$ cat config.mk
export PLATFORM = sky130hd
export DESIGN_NAME = signmag_decode_serial
export DESIGN_NICKNAME = d
export VERILOG_FILES = /design/src/rtl/signmag_decode_serial.sv
export SDC_FILE = /design/constraint.sdc
export NUM_CORES = 1
export LEC_CHECK = 0
export ABC_AREA = 1
export BUFFER_PORTS_ARGS = -buffer_cell sky130_fd_sc_hd__buf_2
export CAP_MARGIN = 20
export CORE_MARGIN = 2
export CORE_UTILIZATION = 40
export DETAILED_ROUTE_END_ITERATION = 12
export GPL_ROUTABILITY_DRIVEN = 0
export PLACE_DENSITY_LB_ADDON = 0.05
export SLEW_MARGIN = 25
export SYNTH_ARGS = -nofsm -noshare
export SYNTH_HDL_FRONTEND = slang
export SYNTH_SLANG_ARGS = --single-unit
$ cat constraint.sdc
create_clock -name clk -period 4.3 [get_ports clk]
set_input_delay 0.645 -clock clk [delete_from_list [all_inputs] [get_ports clk]]
set_output_delay 0.645 -clock clk [all_outputs]
set_load 0.1 [all_outputs]
$ cat src/rtl/signmag_decode_serial.sv
`default_nettype none
// ============================================================================
// Module      : signmag_decode_serial
// Description : Bit-serial two's-complement to sign/magnitude decoder.
//               One bit per clock, LSB first: bits are copied up to and
//               including the first 1, later bits are inverted when the
//               operand is negative. Valid/ready handshakes on both sides.
// Revision    : 1.0 - initial release
// ============================================================================
module signmag_decode_serial #(
  parameter int WIDTH = 16,
  parameter int CNT_W = $clog2(WIDTH) + 1
) (
  input  logic             clk,
  input  logic             rst_n,
  input  logic             in_valid,
  output logic             in_ready,
  input  logic [WIDTH-1:0] in_data,
  output logic             out_valid,
  input  logic             out_ready,
  output logic             out_sign,
  output logic [WIDTH-1:0] out_mag,
  output logic             out_overflow
);

  localparam logic [1:0] IDLE  = 2'd0;
  localparam logic [1:0] SHIFT = 2'd1;
  localparam logic [1:0] DONE  = 2'd2;

  // Counter value on the edge that processes the MSB.
  localparam logic [CNT_W-1:0] LAST_CNT = CNT_W'(WIDTH - 1);

  logic [1:0]       state;
  logic [WIDTH-1:0] sreg;
  logic [WIDTH-1:0] acc;
  logic [CNT_W-1:0] cnt;
  logic             sign_r;
  logic             seen_one;

  logic             bit_cur;
  logic             bit_out;
  logic [WIDTH-1:0] acc_next;

  // Serial complement: positive words pass through; negative words copy
  // bits through the first 1 and invert everything above it.
  assign bit_cur  = sreg[0];
  assign bit_out  = (sign_r && seen_one) ? ~bit_cur : bit_cur;
  assign acc_next = {bit_out, acc[WIDTH-1:1]};

  // A word may only be taken while idle.
  assign in_ready = (state == IDLE);

  // Handshake FSM, serial datapath and result registers.
  always_ff @(posedge clk or negedge rst_n) begin
    if (!rst_n) begin
      state        <= IDLE;
      sreg         <= '0;
      acc          <= '0;
      cnt          <= '0;
      sign_r       <= 1'b0;
      seen_one     <= 1'b0;
      out_valid    <= 1'b0;
      out_sign     <= 1'b0;
      out_mag      <= '0;
      out_overflow <= 1'b0;
    end else begin
      case (state)
        IDLE: begin
          if (in_valid) begin
            sreg     <= in_data;
            sign_r   <= in_data[WIDTH-1];
            cnt      <= '0;
            seen_one <= 1'b0;
            acc      <= '0;
            state    <= SHIFT;
          end
        end
        SHIFT: begin
          sreg     <= sreg >> 1;
          acc      <= acc_next;
          seen_one <= seen_one | bit_cur;
          cnt      <= cnt + 1'b1;
          if (cnt == LAST_CNT) begin
            // MSB of the magnitude can only be set for the most negative word.
            out_mag      <= acc_next;
            out_sign     <= sign_r;
            out_overflow <= sign_r & bit_out;
            out_valid    <= 1'b1;
            state        <= DONE;
          end
        end
        DONE: begin
          if (out_ready) begin
            out_valid <= 1'b0;
            state     <= IDLE;
          end
        end
        default: begin
          state <= IDLE;
        end
      endcase
    end
  end

endmodule
`default_nettype wire

Word level (Yosys, flattened, before mapping)
Index checks and enable logic that the tools add are counted.
{ "word_totals": {"word_cells": 45, "latch_bits": 0, "ram_bits": 0, "out_inout_bits": 20, "rom_bits": 0, "regBits": 60, "mem_count": 0} }
{ "op_classes": {"n_div": 0, "n_bitwise": 3, "reduce_logical": 9, "shifts": 0, "add_sub_neg": 1, "eq_ne": 6, "mux": 16, "order_cmp": 0, "mul": 0} }
{ "ops": {"columns": ["cell", "n"], "rows": [
  ["$pmux W16 S2", 2],
  ["$mux W16", 2],
  ["$pmux W5 S2", 1],
  ["$mux W2", 3],
  ["$ne A2 B2 Y1 const B", 3],
  ["$pmux W2 S3", 1],
  ["$reduce_and A2 Y1", 3],
  ["$reduce_and A3 Y1", 2],
  ["$add A5 B1 Y5 const B", 1],
  ["$eq A5 B4 Y1 const B", 1],
  ["$mux W5", 1],
  ["$mux W1", 4],
  ["$pmux W1 S2", 2],
  ["$reduce_bool A2 Y1", 2],
  ["$eq A2 B1 Y1 const B", 1],
  ["$eq A2 B2 Y1 const B", 1],
  ["$logic_not A2 Y1", 1],
  ["$and A1 B1 Y1", 1],
  ["$logic_and A1 B1 Y1", 1],
  ["$not A1 Y1", 1],
  ["$or A1 B1 Y1", 1]
]} }

Logic depth before layout (Yosys ltp)
{ "depth": {"depth_word": 3, "ltp_mapped": 8, "ltp_nobuf": 8} }

Worst setup path after synthesis
No wires, ideal clock.
{ "synth_timing": {"kind": "register to output", "from": "register state[0]", "to": "output port in_ready", "slack_ns": 1.808, "n_path_buf": 1, "path_stages_with_launch": 3, "arrival_time_ns": 1.847, "required_time_ns": 3.655, "cell_sequence": "dfrtp_1 > buf_4 > nor2_1"} }
{ "synth_via": {"elab_chain_cells": 1} }
{ "synth_rtl": {"columns": ["item", "line_no", "rtl"], "rows": [
  ["start: declaration", "33", "logic [1:0] state;"],
  ["start signal: assignment", "56", "state <= IDLE;"],
  ["start signal: assignment", "75", "state <= SHIFT;"],
  ["start signal: assignment", "89", "state <= DONE;"],
  ["$logic_not A2 Y1", "51", "assign in_ready = (state == IDLE);"],
  ["end: declaration", "17", "output logic in_ready,"]
]} }
No other way between the ends.

Worst setup path after layout
Same ends and word-level chain as after synthesis.

==> reports/results.ini <==
[critical_path]
cp_max_fo = 21
cp_top_family = flip-flops
r2r-end = cnt[3]
end_kind = primary output
crit_path_max_incr_delay_ns = 0.65
worstSetupStartpoint = state[0]
r2r_start = state[0]
endpoint = in_ready
path_cells = nor2_1, buf_2
path_class = reg2out
ff2ff_setup_slack_ns = 2.35
ff2ff_path_depth = 4
critPathLaunchType = register
critPathBufInv = 1
cp_slowest_cell = dfrtp_1
cp.arrival_ns = 1.67
required_ns = 3.65
crit_cells = 2

[drt]
drt-pass1-iter-count = 5
vias_per_cell = 4.67
vias = 1967
drt_iter0_markers = 94
ant_nets = 0
wl_um = 5430
drc = 0
wl_per_cell_um = 12.9

[synthesis]
ys_seq_area_frac = 0.578
synth_top_family_by_area = simple AND/OR/NAND/NOR gates
synth_mux_area_frac = 0
synthCells = 300
ys_ff_latch = 59
synth_area_um2 = 2550
yosys_warnings = 0
synthesis.nets = 322
synthSimpleGateAreaFrac = 0.270
synth-compound-area-share = 0.0789
yosys.area_share.xor_xnor = 0
synthAdderAreaFrac = 0.00980
avgSynthCellArea_um2 = 8.51
synth.distinct_cells = 19

[clocking]
cts_setup_buffers = 0
cts_tree = yes
root_buffer = clkbuf_8
clk_pin_slew_ns = 0.07
cts_resized = 0
cts_made_buffers = 9
htree_num_levels = 3
cts_buffer_depth = 2
cts_num_sinks = 59
clock_latency_ns = 0.33
ctsHoldBuffers = 0

[timing]
fmax_mhz = 431
slew-limit-headroom = 0.519
min_period_over_period = 0.539
final_hold_viol_count = 0
rsz0062_at_grt = no
skew_ns = 0.00720
worstMarginPinSlew_ns = 0.721
finalSetupTns_ns = 0
setup_viol_count_final = 0
fin_crit_ns = 2.32
report.final.slew_viol_count = 0

[placement]
place.port_buffers = 39
dp_hpwl_um = 3430

[global_route]
gr-total-overflow = 0
antenna_found_initial = 0
grt_pass1_vias = 2044
grt_usage = 0.175
grt_max_degree = 40
grt_pass1_wl_um = 9610

[floorplanning]
dieArea_um2 = 7040
core_um2 = 6280
num_rows = 29
die_y_um = 83.9
ios = 40
start_util = 0.407
dieWidth_um = 83.9

[final_layout]
final_nets = 361
drive_above_1_share = 0.206
syn_to_final_growth_pct = 16.3
antenna_cells = 0
layout_commonest_cell = nand2_1
final_cell_mix = nand2_1, dfrtp_1, buf_2

[flow_run]
max_cap_violations = 0

[status]
outcome = finished clean

[min_path]
min_path_type = in2async

worst min-delay path by stage:
stage	from	to	slack, ns	depth (start not counted)
floorplan	rst_n	acc[10]	0.35	0
global placement	out_valid	out_valid	0.45	2
detailed placement	out_mag[3]	out_mag[3]	0.46	2
CTS	rst_n	out_mag[13]	0.27	1
global route	rst_n	out_mag[14]	0.28	1
finish	rst_n	out_mag[13]	0.27	1
through the flow:
stage / std cells / instance area [um^2] / hold slack [ns] / setup slack (ns) / utilization
after global routing: 421 / 2970 / 0.282 / 1.86 / 0.473
after floorplan: 300 / 2550 / 0.349 / 1.81 / -
after CTS: 421 / 2970 / 0.271 / 1.96 / 0.473
final: 421 / 2970 / 0.271 / 1.98 / 0.473
after detailed placement: 405 / 2780 / 0.460 / 2.31 / 0.442
after global placement: 405 / 2780 / 0.454 / 2.33 / 0.442
flip-flops by register name, indices dropped and copies added (netlist names):
name and count:
cnt 5, sreg 16, sign_r 1, out_mag 16
out_valid 1, acc 15, state 2, seen_one 1
out_overflow 1, out_sign 1
synthesized netlist by cell type:
cell	instances	area (um^2)
nand3_1	19	95.1
o21ai_1	1	5.00
nand2_1	149	559
inv_2	1	3.75
clkbuf_1	2	7.51
clkinv_2	1	5.00
buf_6	3	33.8
nand4_1	1	6.26
inv_1	16	60.1
o21ai_0	17	85.1
o21ai_2	11	96.3
dfrtp_1	59	1480
nand2_2	1	6.26
buf_2	7	35.0
o21a_1	1	7.51
buf_4	2	15.0
nor2_1	6	22.5
ha_1	2	25.0
o31ai_1	1	7.51
final cells by class:
cell class,count,area (um^2)
Fill cell,644,3310
Sequential cell,59,1480
Multi-Input combinational cell,209,916
Timing Repair Buffer,42,218
Clock buffer,11,141
Tap cell,77,96.3
Inverter,18,68.8
Clock inverter,5,52.6
cells by family after synthesis:
kind of cell               count (synthesis)
AOI/OAI and AO/OA                         31
adders and majority gates                  2
DFF                                       59
buffers and inverters                     32
and+or+nand+nor                          176
layer usage:
metal / wire length, um / GRT usage
met4: 176 / 0.0997
met2: 2460 / 0.279
met1: 2630 / 0.223
met3: 160 / 0.0326
met5: 0 / 0
Power is left out: the tool's default activity adds up to more than one toggle a clock period on the data nets, which glitch-free logic cannot reach.
